--- src/rtl/pipe_ctrl_pkg.sv ---
// Shared definitions for the pipeline control unit: FSM encodings, stall-bus
// type and freeze patterns, plus the combinational stall decoder.
package pipe_ctrl_pkg;

  typedef enum logic [1:0] {
    CTRL_RUN   = 2'b00,
    CTRL_STALL = 2'b01,
    CTRL_FLUSH = 2'b10
  } ctrl_state_e;

  localparam int STALL_W = 6;
  typedef logic [STALL_W-1:0] stall_bus_t;

  // Bit order: [0] PC, [1] IF, [2] ID, [3] EX, [4] MEM, [5] WB
  localparam stall_bus_t STALL_NONE = 6'b000000;
  localparam stall_bus_t STALL_ID   = 6'b000111;
  localparam stall_bus_t STALL_EX   = 6'b001111;

  // A flush overrides any freeze; EX requests dominate ID requests.
  function automatic stall_bus_t stall_decode(input ctrl_state_e st,
                                              input logic        req_id,
                                              input logic        req_ex);
    if (st == CTRL_FLUSH) return STALL_NONE;
    if (req_ex)           return STALL_EX;
    if (req_id)           return STALL_ID;
    return STALL_NONE;
  endfunction

endpackage

--- src/rtl/stall_watchdog.sv ---
// Consecutive-stall watchdog: saturating run counter with a sticky timeout
// flag that rises on the edge the counter reaches MAX_STALL-1.
module stall_watchdog #(
  parameter int MAX_STALL = 16,
  parameter int CNT_W     = 5
) (
  input  logic clk,
  input  logic rst,
  input  logic inc,
  input  logic clr,
  output logic timeout
);

  localparam logic [CNT_W-1:0] CNT_MAX  = CNT_W'(MAX_STALL);
  localparam logic [CNT_W-1:0] PRE_TRIP = CNT_W'(MAX_STALL - 2);

  logic [CNT_W-1:0] cnt;

  // NOTE: sequential state uses non-blocking assignments so every register
  // samples pre-edge values regardless of statement order.
  always_ff @(posedge clk) begin
    if (!rst) begin
      cnt     <= '0;
      timeout <= 1'b0;
    end else if (clr) begin
      cnt <= '0;
    end else if (inc) begin
      if (cnt != CNT_MAX) cnt <= cnt + CNT_W'(1);
      // The increment on this edge lands the counter on MAX_STALL-1.
      if (cnt >= PRE_TRIP) timeout <= 1'b1;
    end
  end

endmodule

--- src/rtl/pipe_ctrl.sv ---
// Pipeline control unit: combinational stall vector, RUN/STALL/FLUSH FSM with
// registered flush/busy/new_pc, and a consecutive-stall watchdog.
// Optional perf counters are built when PIPE_CTRL_PERF_EN is defined.
module pipe_ctrl
  import pipe_ctrl_pkg::*;
#(
  parameter int MAX_STALL = 16,
  parameter int CNT_W     = 5
) (
  input  logic                clk,
  input  logic                rst,
  input  logic                stallreq_id,
  input  logic                stallreq_ex,
  input  logic                flush_req,
  input  logic [31:0]         flush_pc,
  output logic [STALL_W-1:0]  stall,
  output logic                flush,
  output logic [31:0]         new_pc,
  output logic                busy,
  output logic                timeout
`ifdef PIPE_CTRL_PERF_EN
  ,
  output logic [31:0]         perf_stall_cycles,
  output logic [31:0]         perf_flush_count
`endif
);

  ctrl_state_e state;
  ctrl_state_e state_nxt;
  logic        wd_inc;
  logic        wd_clr;

  // Freeze must act in the request cycle, so this path is never registered.
  always_comb stall = stall_decode(state, stallreq_id, stallreq_ex);

  // NOTE: a default assignment ahead of the branches keeps this block free of
  // inferred latches.
  always_comb begin
    state_nxt = state;
    if (flush_req)                       state_nxt = CTRL_FLUSH;
    else if (state == CTRL_FLUSH)        state_nxt = CTRL_RUN;
    else if (stallreq_id || stallreq_ex) state_nxt = CTRL_STALL;
    else                                 state_nxt = CTRL_RUN;
  end

  always_ff @(posedge clk) begin
    if (!rst) begin
      state  <= CTRL_RUN;
      flush  <= 1'b0;
      busy   <= 1'b0;
      new_pc <= '0;
    end else begin
      state <= state_nxt;
      flush <= (state_nxt == CTRL_FLUSH);
      busy  <= (state_nxt != CTRL_RUN);
      if (flush_req) new_pc <= flush_pc;
    end
  end

  assign wd_inc = (state == CTRL_STALL) && (state_nxt == CTRL_STALL);
  assign wd_clr = ~wd_inc;

  stall_watchdog #(
    .MAX_STALL (MAX_STALL),
    .CNT_W     (CNT_W)
  ) u_watchdog (
    .clk     (clk),
    .rst     (rst),
    .inc     (wd_inc),
    .clr     (wd_clr),
    .timeout (timeout)
  );

`ifdef PIPE_CTRL_PERF_EN
  // Free-running event counters; wrap naturally at 2^32.
  always_ff @(posedge clk) begin
    if (!rst) begin
      perf_stall_cycles <= '0;
      perf_flush_count  <= '0;
    end else begin
      if (stall != STALL_NONE) perf_stall_cycles <= perf_stall_cycles + 32'd1;
      if (flush)               perf_flush_count  <= perf_flush_count + 32'd1;
    end
  end
`endif

endmodule

--- config.mk ---
export PLATFORM = sky130hd
export DESIGN_NAME = pipe_ctrl
export DESIGN_NICKNAME = d
export VERILOG_FILES = /design/src/rtl/pipe_ctrl_pkg.sv /design/src/rtl/stall_watchdog.sv /design/src/rtl/pipe_ctrl.sv
export SDC_FILE = /design/constraint.sdc
export NUM_CORES = 1
export LEC_CHECK = 0
export CORE_MARGIN = 5
export CORE_UTILIZATION = 38
export CTS_BUF_LIST = sky130_fd_sc_hd__clkbuf_8
export DETAILED_ROUTE_END_ITERATION = 12
export PLACE_DENSITY = 0.75
export SYNTH_ARGS = -nofsm -noshare
export SYNTH_HDL_FRONTEND = slang
export SYNTH_SLANG_ARGS = --single-unit
export TNS_END_PERCENT = 100
--- constraint.sdc ---
create_clock -name clk -period 1.1 [get_ports clk]
set_input_delay 0.11 -clock clk [delete_from_list [all_inputs] [get_ports clk]]
set_output_delay 0.11 -clock clk [all_outputs]
set_load 0.05 [all_outputs]
==> impl_metrics.toml, run 1 <==
[synth]
synth_top_family_by_area = "multiplexers"
synth-edff-count = 0
synth.distinct_cells = 25
ys_seq_elements = 42
synth_mux_area_share_pct = 19.83
synth_compound_area_share_pct = 2.104
synth_fa_ha_area_share_pct = 2.254
netlist_instances = 150
async_reset_ff_share_pct = 0
yosysWarnings = 0
ys_seq_area_share_pct = 50.49
synth_xor_area_share_pct = 2.104
yosys.area_share.simple_pct = 17.96
syn-cell-area_um2 = 1665
synth.avg_cell_area_um2 = 11.10
synth_top_flop_cell = "dfxtp_1"

[setup_path]
crit_family = "flip-flops"
crit_path_start_kind = "register"
arrival_ns = 1.08
worst_path_max_delay_cell = "dfxtp_2"
path_class = "reg -> out"
path_max_fanout = 4
slowest_delay_ns = 0.33
end_kind = "primary output"
cp_num_buf_inv = 1
path_cells = "nand2b_4 -> o21a_4 -> buf_12"
cp_data_required_time_ns = 0.99

[floorplan]
ioPinCount = 78
dieHeight_um = 76.20
fp.coreArea_um2 = 4294
dieArea_um2 = 5806
die-width_um = 76.20
start_util_pct = 38.78
core.rowCount = 24

[timing]
setup_ws_ns = -0.08981
hold_viol = 0
fin_skew_ns = 0.002930
max_freq_mhz = 840.5
period_needed_ns = 1.190
rsz0062_at_grt = "true"
maxSlewViolCount = 0
min_period_over_period_pct = 108.2
setup_viol = 8

[worst_hold_path]
hold_class = "in -> reg"

[placement]
dpl_cell_area_um2 = 2880
port_buffers = 75
gp_congestion = 0.7482
post-dp-hpwl_um = 2911
dp_slack_ns = -0.09279

[grt]
grt.total_usage_pct = 13.78
overflow = 0
antenna_found_initial = 0
grt_max_degree = 38
grt_pass1_vias = 1376
grt_pass1_wl_um = 6458

[pwr]
peakVddDrop_mv = 1.022
total_power_w = 0.003693
powerDensity_nw_per_um2 = 1200
power_leakage_nw = 1.291

[final_layout]
diodes = 0
drive_above_1_share_pct = 34.03
area_growth_pct = 84.82
post-route-util_pct = 71.68
final_nets = 277
fin_area_um2 = 3078

[routing]
post-route-drc-count = 0
drt_iter0_drc = 30
wl_um = 4079
first_pass_iters = 4
post_drt_wl_per_cell_um = 14.07
viasPerCell = 4.593
routed-via-count = 1332
drtAntennaViolNets = 0

[cts]
cts_root_buffer = "clkbuf_8"
h-tree-depth = 2
cts_tree = "yes"
clk_pin_slew_worst_paths_ns = 0.07
cts_buffers = 5
insertion_delay_ns = 0.29
cts_buffer_depth = 2
cts.sinks = 42

[status]
failed_checks = "negative setup slack"
status = "complete, but fails checks"

[flow_run]
drv_cap = 0
stage by stage:
stage | instances | hold WS, ns | setup TNS (ns)
3_5_place_dp | 277 | 0.5183 | -1.399
6_report | 290 | 0.3142 | -0.5280
4_1_cts | 288 | 0.3052 | -0.5003
5_1_grt | 290 | 0.3198 | -0.9407
2_1_floorplan | 151 | 0.2795 | -0.009764
3_3_place_gp | 277 | 0.5068 | -1.829
flip-flops by register name, indices dropped and copies added, names as in the netlist:
signal              flops
new_pc                 32
u_watchdog.cnt          5
state                   2
busy                    1
flush                   1
u_watchdog.timeout      1
cell type report:
type                            instances  area, um^2
Timing Repair Buffer                   91        1256
Fill cell                             311        1216
Sequential cell                        42       845.8
Multi-Input combinational cell         95       812.0
Clock buffer                            6       82.58
Tap cell                               52       65.06
Clock inverter                          2       8.758
Inverter                                2       7.507
worst paths after layout:
kind | startpoint | end | slack [ns] | cells past startpoint
min reg2reg | u_watchdog.timeout | u_watchdog.timeout | 0.52 | 2
max reg2reg | u_watchdog.cnt[0] | u_watchdog.cnt[1] | -0.09 | 5
min | flush_req | state[1] | 0.31 | 3
max | state[0] | stall[2] | -0.09 | 3
routing by layer:
metal	vias up	track usage (%)	wire length (um)
met2	50	20.98	1881
met1	612	16.30	1811
met5	-	0	0
met4	0	7.343	139
li1	660	-	-
met3	10	5.910	247
cell usage in the layout, fill, tap and decap left out, drive strengths merged:
master and count:
and3b 1, ha 3, o21a 2, nor2 4, dfxtp 42, or2 1, mux2i 33, xor2 2
conb 2, o21ai 2, a31oi 1, clkdlybuf4s50 35, clkbuf 6, and4bb 2, nand2b 1, clkinv 1
buf 56, nand3 2, inv 3, xnor2 2, nor2b 32, and2 3, nand2 1, nor3 1
report_power, final:
part,switching (W),internal [W]
sequential,0.0000782,0.00160
clock,0.000494,0.000497
combinational,0.000477,0.000547
total,0.00105,0.00264
synthesized netlist by cell type (2+ instances only):
cell type | n | area share, %
and2_1 | 3 | 1.1
and4bb_2 | 2 | 1.5
buf_4 | 6 | 2.7
clkbuf_1 | 4 | 0.90
dfxtp_1 | 42 | 50
ha_1 | 3 | 2.3
inv_1 | 2 | 0.45
mux2i_1 | 33 | 20
nand3_1 | 2 | 0.60
nor2_1 | 4 | 0.90
nor2b_1 | 32 | 12
o21a_1 | 2 | 0.90
xnor2_1 | 2 | 1.1
xor2_1 | 2 | 1.1
worst reg2reg max path, cell delays in order (launching register included):
cell      delay, ns
dfxtp_2        0.33
inv_2          0.08
ha_4           0.12
and4bb_2       0.28
mux2i_1        0.21
nor2_1         0.06
repair_timing:
action | 4_1_cts | 5_1_grt
endpoints found under the setup margin | 8 | 8
gates cloned | 0 | 0
pin swaps | 4 | 5
setup buffers | 3 | 2
gates resized for setup | 9 | 6
hold buffers | 0 | 0
kinds of logic (layout without fill, tap and decap cells):
logic type / Yosys count / in the layout
muxes: 33 / 33
and+or+nand+nor: 48 / 48
other: 1 / 2
adders and majority gates: 3 / 3
DFF: 42 / 42
xor gates and xnor gates: 4 / 4
AOI/OAI and AO/OA: 5 / 5
buffers and inverters: 14 / 101
No activity file was read; power rests on OpenSTA's default activity.
==> run 2: changes to the inputs <==
- PLACE_DENSITY: 0.75 -> 0.87
==> impl_metrics.toml, run 2 (synthesized netlist as in run 1, its figures left out) <==
[timing]
setup_viol = 7
fin_skew_ns = 0.001063
maxSlewViolCount = 0
setup_ws_ns = -0.07440
hold_viol = 0
min_period_over_period_pct = 106.8
rsz0062_at_grt = "true"
period_needed_ns = 1.174
max_freq_mhz = 851.5

[placement]
gp_congestion = 0.7884
dpl_cell_area_um2 = 2878
placedCellCount = 275
dp_slack_ns = -0.1348
port_buffers = 75
post-dp-hpwl_um = 3156

[pwr]
total_power_w = 0.003579
power_leakage_nw = 1.261
powerDensity_nw_per_um2 = 1185
peakVddDrop_mv = 0.7675

[setup_path]
path_class = "reg -> out"
path_max_fanout = 5
worst_path_max_delay_cell = "dfxtp_2"
startpoint = "state[0]"
slowest_delay_ns = 0.33
crit_family = "flip-flops"
timing.rr.start = "u_watchdog.cnt[0]"
end_kind = "primary output"
path_cells = "nand2b_4 -> o21a_4 -> buf_12"
cp_data_required_time_ns = 0.99
arrival_ns = 1.06
cp_num_buf_inv = 1
crit_path_start_kind = "register"

[cts]
h-tree-depth = 2
cts_tree = "yes"
insertion_delay_ns = 0.28
cts_buffer_depth = 2
cts_buffers = 5
clk_pin_slew_worst_paths_ns = 0.07
cts_root_buffer = "clkbuf_8"
cts.sinks = 42

[final_layout]
largest_register = "new_pc"
final_nets = 271
area_growth_pct = 81.44
seqCellArea_um2 = 845.8
layout_common_cells = "40 x buf_12, 38 x dfxtp_1, 35 x clkdlybuf4s50_1"
largest_reg_flops = 32
layout_commonest_cell = "buf_12"
stdcell_count = 283
drive_above_1_share_pct = 31.17
reg.largest.list = "new_pc: 32 flops, u_watchdog.cnt: 5 flops, state: 2 flops"
fin_area_um2 = 3022
diodes = 0
multiInputGateArea_um2 = 797.0
fillCellCount = 299

[floorplan]
ioPinCount = 78
die-width_um = 76.20
dieArea_um2 = 5806
core.rowCount = 24
fp.coreArea_um2 = 4294
start_util_pct = 38.78
dieHeight_um = 76.20

[routing]
routed-via-count = 1291
drt_iter0_drc = 23
first_pass_iters = 2
viasPerCell = 4.562
post_drt_wl_per_cell_um = 14.26
wl_um = 4035
drtAntennaViolNets = 0
post-route-drc-count = 0

[status]
status = "complete, but fails checks"
failed_checks = "negative setup slack"

[grt]
grt_pass1_wl_um = 6858
grt_max_degree = 24
grt.total_usage_pct = 14.52
overflow = 0
grt_pass1_vias = 1362
antenna_found_initial = 0

[flow_run]
drv_cap = 0

[worst_hold_path]
min_from = "flush_req"
hold_class = "in -> reg"
run 2: cell count changes in the layout (fill, tap and decap cells not counted), sizes merged:
cell | previous run | this run
buf | 56 | 50
clkbuf | 6 | 5
clkinv | 1 | 0
inv | 3 | 4
run 2: cell type report:
| cell class | instances | share of cell area [%] |
|---|---|---|
| tap | 52 | 2.153 |
| sequential | 42 | 27.99 |
| clock buffer | 5 | 2.277 |
| inverter | 2 | 0.3313 |
| clock inverter | 2 | 0.2484 |
| timing repair buffer | 85 | 40.62 |
| multi-input combinational | 95 | 26.38 |
run 2: metrics by stage:
step / TNS, ns / hold WS, ns / utilization [%]
2_1_floorplan: -0.009764 / 0.2795 / -
3_3_place_gp: -0.4039 / 0.4543 / 67.02
3_5_place_dp: -0.9153 / 0.4842 / 67.02
4_1_cts: -0.5431 / 0.1784 / 69.67
5_1_grt: -0.8160 / 0.1839 / 70.37
6_report: -0.4197 / 0.1863 / 70.37
run 2: final timing paths:
kind | end | slack [ns] | cells after the start
worst min-delay path | busy | 0.19 | 2
worst max register to register | u_watchdog.cnt[1] | -0.07 | 5
worst min register to register | u_watchdog.timeout | 0.53 | 2
worst max-delay path | stall[2] | -0.07 | 3
run 2: where the power goes:
part | internal [W] | switching, W
Combinational | 0.000543 | 0.000479
Clock | 0.000418 | 0.000462
Sequential | 0.00160 | 0.0000777
run 2: repair_timing:
| item | 4_1_cts | 5_1_grt |
|---|---|---|
| pin swaps | 4 | 4 |
| setup buffers | 0 | 1 |
| endpoints found under the setup margin | 7 | 8 |
| hold buffers | 0 | 0 |
| hold endpoints to repair | 0 | 0 |
| gates resized for setup | 11 | 5 |
run 2: worst reg2reg max path: cells and delay by family (launching register included):
| kind | cells | cell delay (ns) |
|---|---|---|
| flip-flops | 1 | 0.34 |
| AND/OR/NAND/NOR | 2 | 0.34 |
| multiplexers | 1 | 0.20 |
| adder cells (fa/ha/maj) | 1 | 0.11 |
| buffers and inverters | 1 | 0.07 |
run 2: layer usage:
metal	vias up	GRT usage (%)	routed length [um]
met5	-	0	0
met4	0	4.196	46
met3	5	6.619	334
met2	50	23.20	1954
met1	589	17.45	1699
li1	647	-	-
